--- src/rtl/ram_march_pkg.sv ---
// Shared types for the RAM march self-test sequencer.
package ram_march_pkg;

  typedef enum logic [2:0] {
    IDLE,
    W0,
    R1,
    C1,
    R2,
    C2,
    FIN
  } state_e;

  localparam logic DIR_UP   = 1'b1;
  localparam logic DIR_DOWN = 1'b0;

endpackage

--- src/rtl/ram_march_tester_if.sv ---
// Initiator/target view of the single-port RAM bus used by the march tester.
interface ram_march_tester_if #(
  parameter int unsigned ADDR_W = 1,
  parameter int unsigned DATA_W = 8
);
  logic              R_W_;
  logic [ADDR_W-1:0] ADDR_;
  logic [DATA_W-1:0] DATA_IN;
  logic [DATA_W-1:0] DATA_OUT;

  modport master (output R_W_, output ADDR_, output DATA_IN, input DATA_OUT);
  modport slave  (input R_W_, input ADDR_, input DATA_IN, output DATA_OUT);
endinterface

--- src/rtl/march_addr_counter.sv ---
// Loadable up/down address counter that saturates at the end of its current direction.
module march_addr_counter
  import ram_march_pkg::*;
#(
  parameter int unsigned ADDR_W = 1
) (
  input  logic              i_clk,
  input  logic              i_rst,
  input  logic              i_load,
  input  logic [ADDR_W-1:0] i_load_val,
  input  logic              i_step,
  input  logic              i_dir,
  output logic [ADDR_W-1:0] o_addr,
  output logic              o_term
);

  localparam logic [ADDR_W-1:0] ADDR_MAX = '1;

  logic [ADDR_W-1:0] r_addr;

  // Terminal means the last address in whichever direction is being walked.
  always_comb begin
    o_term = (i_dir == DIR_UP) ? (r_addr == ADDR_MAX) : (r_addr == '0);
  end

  always_ff @(posedge i_clk) begin
    if (i_rst) begin
      r_addr <= '0;
    end else if (i_load) begin
      r_addr <= i_load_val;
    end else if (i_step && !o_term) begin
      r_addr <= (i_dir == DIR_UP) ? r_addr + ADDR_W'(1) : r_addr - ADDR_W'(1);
    end
  end

  assign o_addr = r_addr;

endmodule

--- src/rtl/ram_march_tester.sv ---
// March-style BIST sequencer: background write, ascending read/invert, descending read-back check.
module ram_march_tester
  import ram_march_pkg::*;
#(
  parameter int unsigned       ADDR_W  = 1,
  parameter int unsigned       DATA_W  = 8,
  parameter logic [DATA_W-1:0] PATTERN = DATA_W'(8'hAA),
  parameter int unsigned       RD_LAT  = 1
) (
  input  logic                  CLK_,
  input  logic                  RST_,
  input  logic                  START_,
  ram_march_tester_if.master    ram,
  output logic                  BUSY_,
  output logic                  DONE_,
  output logic                  PASS_,
  output logic                  FAIL_,
  output logic [ADDR_W-1:0]     FAIL_ADDR_,
  output logic [DATA_W-1:0]     FAIL_DATA_
);

  localparam int unsigned       LAT_W    = (RD_LAT > 1) ? $clog2(RD_LAT) : 1;
  localparam logic [ADDR_W-1:0] ADDR_MAX = '1;

  state_e            r_state;
  logic [LAT_W-1:0]  r_lat;
  logic              r_rw;
  logic [DATA_W-1:0] r_din;
  logic              r_busy;
  logic              r_done;
  logic              r_pass;
  logic              r_fail;
  logic [ADDR_W-1:0] r_fail_addr;
  logic [DATA_W-1:0] r_fail_data;

  logic              w_load;
  logic [ADDR_W-1:0] w_load_val;
  logic              w_step;
  logic              w_dir;
  logic [ADDR_W-1:0] w_addr;
  logic              w_term;
  logic              w_lat_done;
  logic              w_mismatch;

  march_addr_counter #(.ADDR_W(ADDR_W)) u_addr (
    .i_clk      (CLK_),
    .i_rst      (RST_),
    .i_load     (w_load),
    .i_load_val (w_load_val),
    .i_step     (w_step),
    .i_dir      (w_dir),
    .o_addr     (w_addr),
    .o_term     (w_term)
  );

  assign w_dir      = (r_state == C2) ? DIR_DOWN : DIR_UP;
  assign w_lat_done = (r_lat == LAT_W'(RD_LAT - 1));

  // Read-back compare is only meaningful in the two check states.
  always_comb begin
    w_mismatch = 1'b0;
    if (r_state == C1) begin
      w_mismatch = (ram.DATA_OUT != PATTERN);
    end else if (r_state == C2) begin
      w_mismatch = (ram.DATA_OUT != ~PATTERN);
    end
  end

  // Address sequencing: step after each write/check, reposition at phase boundaries.
  always_comb begin
    w_load     = 1'b0;
    w_load_val = '0;
    w_step     = 1'b0;
    case (r_state)
      IDLE: w_load = START_;
      W0:   if (w_term) w_load = 1'b1; else w_step = 1'b1;
      C1: begin
        if (w_term) begin
          w_load     = 1'b1;
          w_load_val = ADDR_MAX;
        end else begin
          w_step = 1'b1;
        end
      end
      C2:      w_step = !w_term;
      FIN:     w_load = 1'b1;
      default: w_load = 1'b0;
    endcase
  end

  always_ff @(posedge CLK_) begin
    if (RST_) begin
      r_state     <= IDLE;
      r_lat       <= '0;
      r_rw        <= 1'b0;
      r_din       <= '0;
      r_busy      <= 1'b0;
      r_done      <= 1'b0;
      r_pass      <= 1'b0;
      r_fail      <= 1'b0;
      r_fail_addr <= '0;
      r_fail_data <= '0;
    end else begin
      r_done <= 1'b0;
      case (r_state)
        IDLE: begin
          r_rw  <= 1'b0;
          r_din <= '0;
          if (START_) begin
            r_state     <= W0;
            r_busy      <= 1'b1;
            r_rw        <= 1'b1;
            r_din       <= PATTERN;
            r_pass      <= 1'b0;
            r_fail      <= 1'b0;
            r_fail_addr <= '0;
            r_fail_data <= '0;
          end
        end
        W0: begin
          if (w_term) begin
            r_state <= R1;
            r_rw    <= 1'b0;
            r_din   <= '0;
            r_lat   <= '0;
          end
        end
        R1: begin
          if (w_lat_done) begin
            r_state <= C1;
            r_rw    <= 1'b1;
            r_din   <= ~PATTERN;
            r_lat   <= '0;
          end else begin
            r_lat <= r_lat + LAT_W'(1);
          end
        end
        C1: begin
          r_rw    <= 1'b0;
          r_din   <= '0;
          r_state <= w_term ? R2 : R1;
        end
        R2: begin
          if (w_lat_done) begin
            r_state <= C2;
            r_lat   <= '0;
          end else begin
            r_lat <= r_lat + LAT_W'(1);
          end
        end
        C2: begin
          if (w_term) begin
            r_state <= FIN;
            r_busy  <= 1'b0;
            r_done  <= 1'b1;
            r_pass  <= !(r_fail || w_mismatch);
          end else begin
            r_state <= R2;
          end
        end
        FIN:     r_state <= IDLE;
        default: r_state <= IDLE;
      endcase

      // Only the first mismatch of a run is recorded; the run continues regardless.
      if (w_mismatch) begin
        r_fail <= 1'b1;
        if (!r_fail) begin
          r_fail_addr <= w_addr;
          r_fail_data <= ram.DATA_OUT;
        end
      end
    end
  end

  assign ram.R_W_    = r_rw;
  assign ram.ADDR_   = w_addr;
  assign ram.DATA_IN = r_din;
  assign BUSY_       = r_busy;
  assign DONE_       = r_done;
  assign PASS_       = r_pass;
  assign FAIL_       = r_fail;
  assign FAIL_ADDR_  = r_fail_addr;
  assign FAIL_DATA_  = r_fail_data;

endmodule

--- src/flat_wrapper.sv ---
// flat-port wrapper written by rule: the top's interface ports become plain ports
module ram_march_tester_flat import ram_march_pkg::*;
#(
  parameter int unsigned       ADDR_W  = 1,
  parameter int unsigned       DATA_W  = 8,
  parameter logic [DATA_W-1:0] PATTERN = DATA_W'(8'hAA),
  parameter int unsigned       RD_LAT  = 1
)
  (CLK_, RST_, START_, BUSY_, DONE_, PASS_, FAIL_, FAIL_ADDR_, FAIL_DATA_, ram_R_W_, ram_ADDR_, ram_DATA_IN, ram_DATA_OUT);
  ram_march_tester_if #(.ADDR_W(ADDR_W), .DATA_W(DATA_W)) ram_i ();
  input  logic CLK_;
  input  logic RST_;
  input  logic START_;
  output logic BUSY_;
  output logic DONE_;
  output logic PASS_;
  output logic FAIL_;
  output logic [ADDR_W-1:0] FAIL_ADDR_;
  output logic [DATA_W-1:0] FAIL_DATA_;
  output wire logic [$bits(ram_i.R_W_)-1:0] ram_R_W_;
  output wire logic [$bits(ram_i.ADDR_)-1:0] ram_ADDR_;
  output wire logic [$bits(ram_i.DATA_IN)-1:0] ram_DATA_IN;
  input wire logic [$bits(ram_i.DATA_OUT)-1:0] ram_DATA_OUT;
  assign ram_R_W_ = ram_i.R_W_;
  assign ram_ADDR_ = ram_i.ADDR_;
  assign ram_DATA_IN = ram_i.DATA_IN;
  assign ram_i.DATA_OUT = ram_DATA_OUT;
  ram_march_tester #(.ADDR_W(ADDR_W), .DATA_W(DATA_W), .PATTERN(PATTERN), .RD_LAT(RD_LAT)) u_core (.CLK_(CLK_), .RST_(RST_), .START_(START_), .ram(ram_i), .BUSY_(BUSY_), .DONE_(DONE_), .PASS_(PASS_), .FAIL_(FAIL_), .FAIL_ADDR_(FAIL_ADDR_), .FAIL_DATA_(FAIL_DATA_));
endmodule
--- config.mk ---
export PLATFORM = sky130hd
export DESIGN_NAME = ram_march_tester_flat
export DESIGN_NICKNAME = d
export VERILOG_FILES = /design/src/rtl/ram_march_pkg.sv /design/src/rtl/ram_march_tester_if.sv /design/src/rtl/march_addr_counter.sv /design/src/rtl/ram_march_tester.sv /design/src/flat_wrapper.sv
export SDC_FILE = /design/constraint.sdc
export NUM_CORES = 1
export LEC_CHECK = 0
export ABC_AREA = 1
export ABC_CLOCK_PERIOD_IN_PS = 1350
export CAP_MARGIN = 0
export CORE_AREA = 2 2 54 56
export CTS_CLUSTER_DIAMETER = 50
export DETAILED_ROUTE_END_ITERATION = 6
export DIE_AREA = 0 0 56 58
export PLACE_DENSITY = 0.79
export RECOVER_POWER = 50
export REMOVE_ABC_BUFFERS = 1
export SETUP_SLACK_MARGIN = 0.5
export SYNTH_ARGS = -nofsm -noshare
export SYNTH_HDL_FRONTEND = slang
export SYNTH_SLANG_ARGS = --single-unit
--- constraint.sdc ---
create_clock -name CLK_ -period 1.35 [get_ports CLK_]
set_clock_uncertainty 0.05 [all_clocks]
set_input_delay 0.27 -clock CLK_ [delete_from_list [all_inputs] [get_ports CLK_]]
set_output_delay 0.27 -clock CLK_ [all_outputs]
set_load 0.005 [all_outputs]
==> metrics.md, run 1 <==
| Metric | Value |
|---|---|
| Hold Slack | `between 0.4 and 0.5 ns` |
| Post-synthesis cell area | `0.00116 sq mm` |
| Pre-antenna DRT Iters | `5` |
| Via density | `5.19` |
| Placeable core area | `0.00266 sq mm` |
| Crit path capture type | `register` |
| Critical-path cell list | `inv_6 -> nand3_2 -> inv_1 -> nand2_4 -> buf_6 -> nand3_2 -> a21oi_2` |
| Fraction of layout cells with a size suffix above 1 | `a little under half` |
| Vias in the first global route | `approximately 1300` |
| CTS sink count | `20` |
| Slowest cell on crit path | `dfxtp_4` |
| Most frequent CP cell | `nand3_2` |
| Hold path depth | `5` |
| Layout Cells excl Fill | `277` |
| Global-route wire length before repair | `5.77 mm` |
| Worst Hold End | `u_core.FAIL_DATA_[5]` |
| Leakage power | `0.000915 uW` |
| Sequential fraction of the synthesis area | `approximately a third` |
| Yosys top cell by area | `dfxtp_1` |
| Most common cell after layout, fill and taps aside | `nand2_1` |
| Status | `completed` |
| FMAX | `roughly 0.77 GHz` |
| Area Growth Syn to Fin | `67.2%` |
| CTS tree | `done` |
| # DRC | `0` |
| Via Count | `1438` |
| Htree depth | `1` |
| Die Ht | `58 um` |
| Rows | `19` |
| Fin crit period | `~1.3 ns` |
| Worst EP arrival | `1.49 ns` |
| Critical path fanouts, max | `6` |
| Hold_sp | `ram_DATA_OUT[5]` |
| Post-synth top area share | `34.5%` |
| Placed cells | `246` |
| Buffers & Inverters on Critical Path | `3` |
| Top delay family on crit path | `flip-flops` |
| Final count of hold timing violations | `0` |
| Total track usage | `approximately 22%` |
| Post-synthesis cell type count | `25` |
| Root Buffer | `clkbuf_4` |
| Post-detail-place hpwl | `2.03 mm` |
| Post-layout nets | `~260` |
| WL per Instance | `14.4 um` |
| Antenna Nets Post-Route | `0` |
| FILL cells | `207` |
| # IOs | `34` |
| CP peak stage delay | `0.43 ns` |
| Full die area | `about 0.0032 sq mm` |
| Avg Cell Area, Syn | `6.41 sq um` |
| Placer Congestion | `0.871` |
| Placed cell area | `approximately 0.0015 sq mm` |
| RSZ-0062 raised after global routing | `true` |
| Count of warnings emitted by yosys | `0` |
| Die X | `approximately 56 um` |
| Critical path class | `reg -> reg` |
| Initial antenna violation count | `0` |
| Initial Util | `between 40 and 50%` |
| Max IR drop VDD | `approximately 0.0011 V` |
| Slew headroom | `84.7%` |
| Post-synth top flop | `dfxtp_1` |
| ANT cells | `0` |
| IO buf count | `33` |
| Reg-to-Reg Start | `u_core.r_state[1]` |
| Initial detailed-routing violation count | `66` |
| Post-Synthesis Cells | `181` |
| Yosys reg bits | `20` |
| Ys async rst share | `0%` |
| Worst hold path type | `in -> reg` |
| Largest net degree at the start of global routing | `13` |
| Power per cell area | `1190 mW/mm^2` |
| Commonest cells after routing, fill and taps aside | `36 x nand2_1, 29 x buf_4, 21 x inv_1, 17 x buf_6, 17 x dfxtp_1` |
| RR Endpoint | `u_core.FAIL_DATA_[3]` |
| CTS Buf Count | `3` |
| Register-to-register setup slack | `0.06 ns` |
| Largest cells by area after synthesis | `dfxtp_1 34%, nand2_1 15%, nand3_1 9.9%` |
| Worst Reg2Reg Path Length in Cells | `7` |
| Clk Latency, worst-skew pair | `0.32 ns` |
| Finished Cell Area | `0.00194 sq mm` |
| Worst-Margin Slew | `between 0.2 and 0.25 ns` |
| Final setup vio count | `0` |
| Total gr overflow | `0` |
| CP required | `1.55 ns` |
| CP Launch Type | `register` |
| Slew Limit Fails | `0` |
| Clk pin slew, worst setup/hold paths | `0.13 ns` |
| Maximum buffer depth of the clock tree | `2` |
| Final WL | `3.98 mm` |
| Post-synth EDFFs | `0` |
| Fin crit share | `95.8%` |
| Max_cap viols | `0` |
==> synthesized netlist by cell type (2+ instances only) <==
| cell | count |
|---|---|
| nand2_1 | 47 |
| nand3_1 | 23 |
| inv_1 | 22 |
| dfxtp_1 | 20 |
| a21oi_1 | 19 |
| nor2_1 | 18 |
| buf_4 | 7 |
| inv_2 | 3 |
| nand2_2 | 3 |
| buf_6 | 2 |
| nor2_2 | 2 |
| o211ai_1 | 2 |
==> metrics by stage <==
stage,worst slack [ns],total power (uW),util (%),TNS (ns)
2_1_floorplan,0.155,1100,-,0
3_5_place_dp,-0.345,1470,57.8,-3.56
4_1_cts,0.147,2120,67.2,0
5_1_grt,0.0401,2430,72.9,0
6_report,0.0568,2320,72.9,0
3_3_place_gp,-0.346,1460,57.8,-3.52
==> worst min-delay path, cell delays in order <==
cell and delay [ns]:
dlygate4sd2_1 0.27, nand2_1 0.07, nand2_1 0.04, nand2_1 0.05, a21oi_1 0.05
==> final cells by class <==
cell class              instances  area (sq um)  share of cell area, %
multi-input cells             125           753                   38.8
repair buffers                 71           574                   29.6
flip-flops and latches         20           412                   21.2
inverters                      26           111                   5.73
well taps                      31          38.8                   2.00
clock inverters                 1          30.0                   1.55
clock buffers                   3          22.5                   1.16
==> registers in the layout, indices dropped and copies added (netlist names) <==
name                  flops
u_core.r_state            3
u_core.DONE_              1
u_core.u_addr.o_addr      1
u_core.PASS_              1
u_core.FAIL_              1
u_core.BUSY_              1
u_core.ram.R_W_           1
u_core.FAIL_DATA_         8
u_core.FAIL_ADDR_         1
u_core.ram.DATA_IN        2
==> worst max-delay path by stage <==
stage | start | to | slack, ns | cells after the start
floorplan | u_core.r_state[0] | u_core.FAIL_ADDR_ | 0.15 | 6
global placement | ram_DATA_OUT[5] | u_core.FAIL_DATA_[2] | -0.35 | 8
detailed placement | ram_DATA_OUT[5] | u_core.FAIL_DATA_[3] | -0.35 | 8
CTS | u_core.r_state[2] | u_core.FAIL_DATA_[1] | 0.15 | 7
global route | u_core.r_state[1] | u_core.FAIL_DATA_[2] | 0.04 | 7
finish | u_core.r_state[1] | u_core.FAIL_DATA_[3] | 0.06 | 7
==> cell families (layout without fill, tap and decap cells) <==
group / after synthesis / count (layout) / synth area share [%]
buf+inv: 38 / 101 / 15.9
flops: 20 / 20 / 34.5
simple gates: 98 / 100 / 38.0
compound gates: 25 / 25 / 11.5
==> per-layer routing <==
metal / global-route usage [%] / part of all wire (%)
met1: 26.7 / 41
met2: 42.0 / 53
met3: 3.13 / 4.8
met4: 6.46 / 1.8
met5: 0 / 0
==> timing repair <==
action                     4_1_cts  5_1_grt
gates cloned                     2        0
setup buffers                   18        7
pin swaps                       13       26
gates resized for setup        154       33
hold buffers                     0        0
setup endpoints to repair       43       43
==> power by group <==
part / switching, uW / internal, uW / total, uW
clock network: 214 / 300 / 514
logic: 532 / 503 / 1030
registers: 96.3 / 672 / 768
Power figures use the tool's default switching activity.
==> run 2, diff against run 1 <==
--- a/config.mk
+++ b/config.mk
@@ -16,6 +16,7 @@
 export RECOVER_POWER = 50
 export REMOVE_ABC_BUFFERS = 1
 export SETUP_SLACK_MARGIN = 0.5
+export SLEW_MARGIN = 40
 export SYNTH_ARGS = -nofsm -noshare
 export SYNTH_HDL_FRONTEND = slang
 export SYNTH_SLANG_ARGS = --single-unit
==> results of run 2 <==
The final DEF is identical to that of run 1; final timing and power are the same.
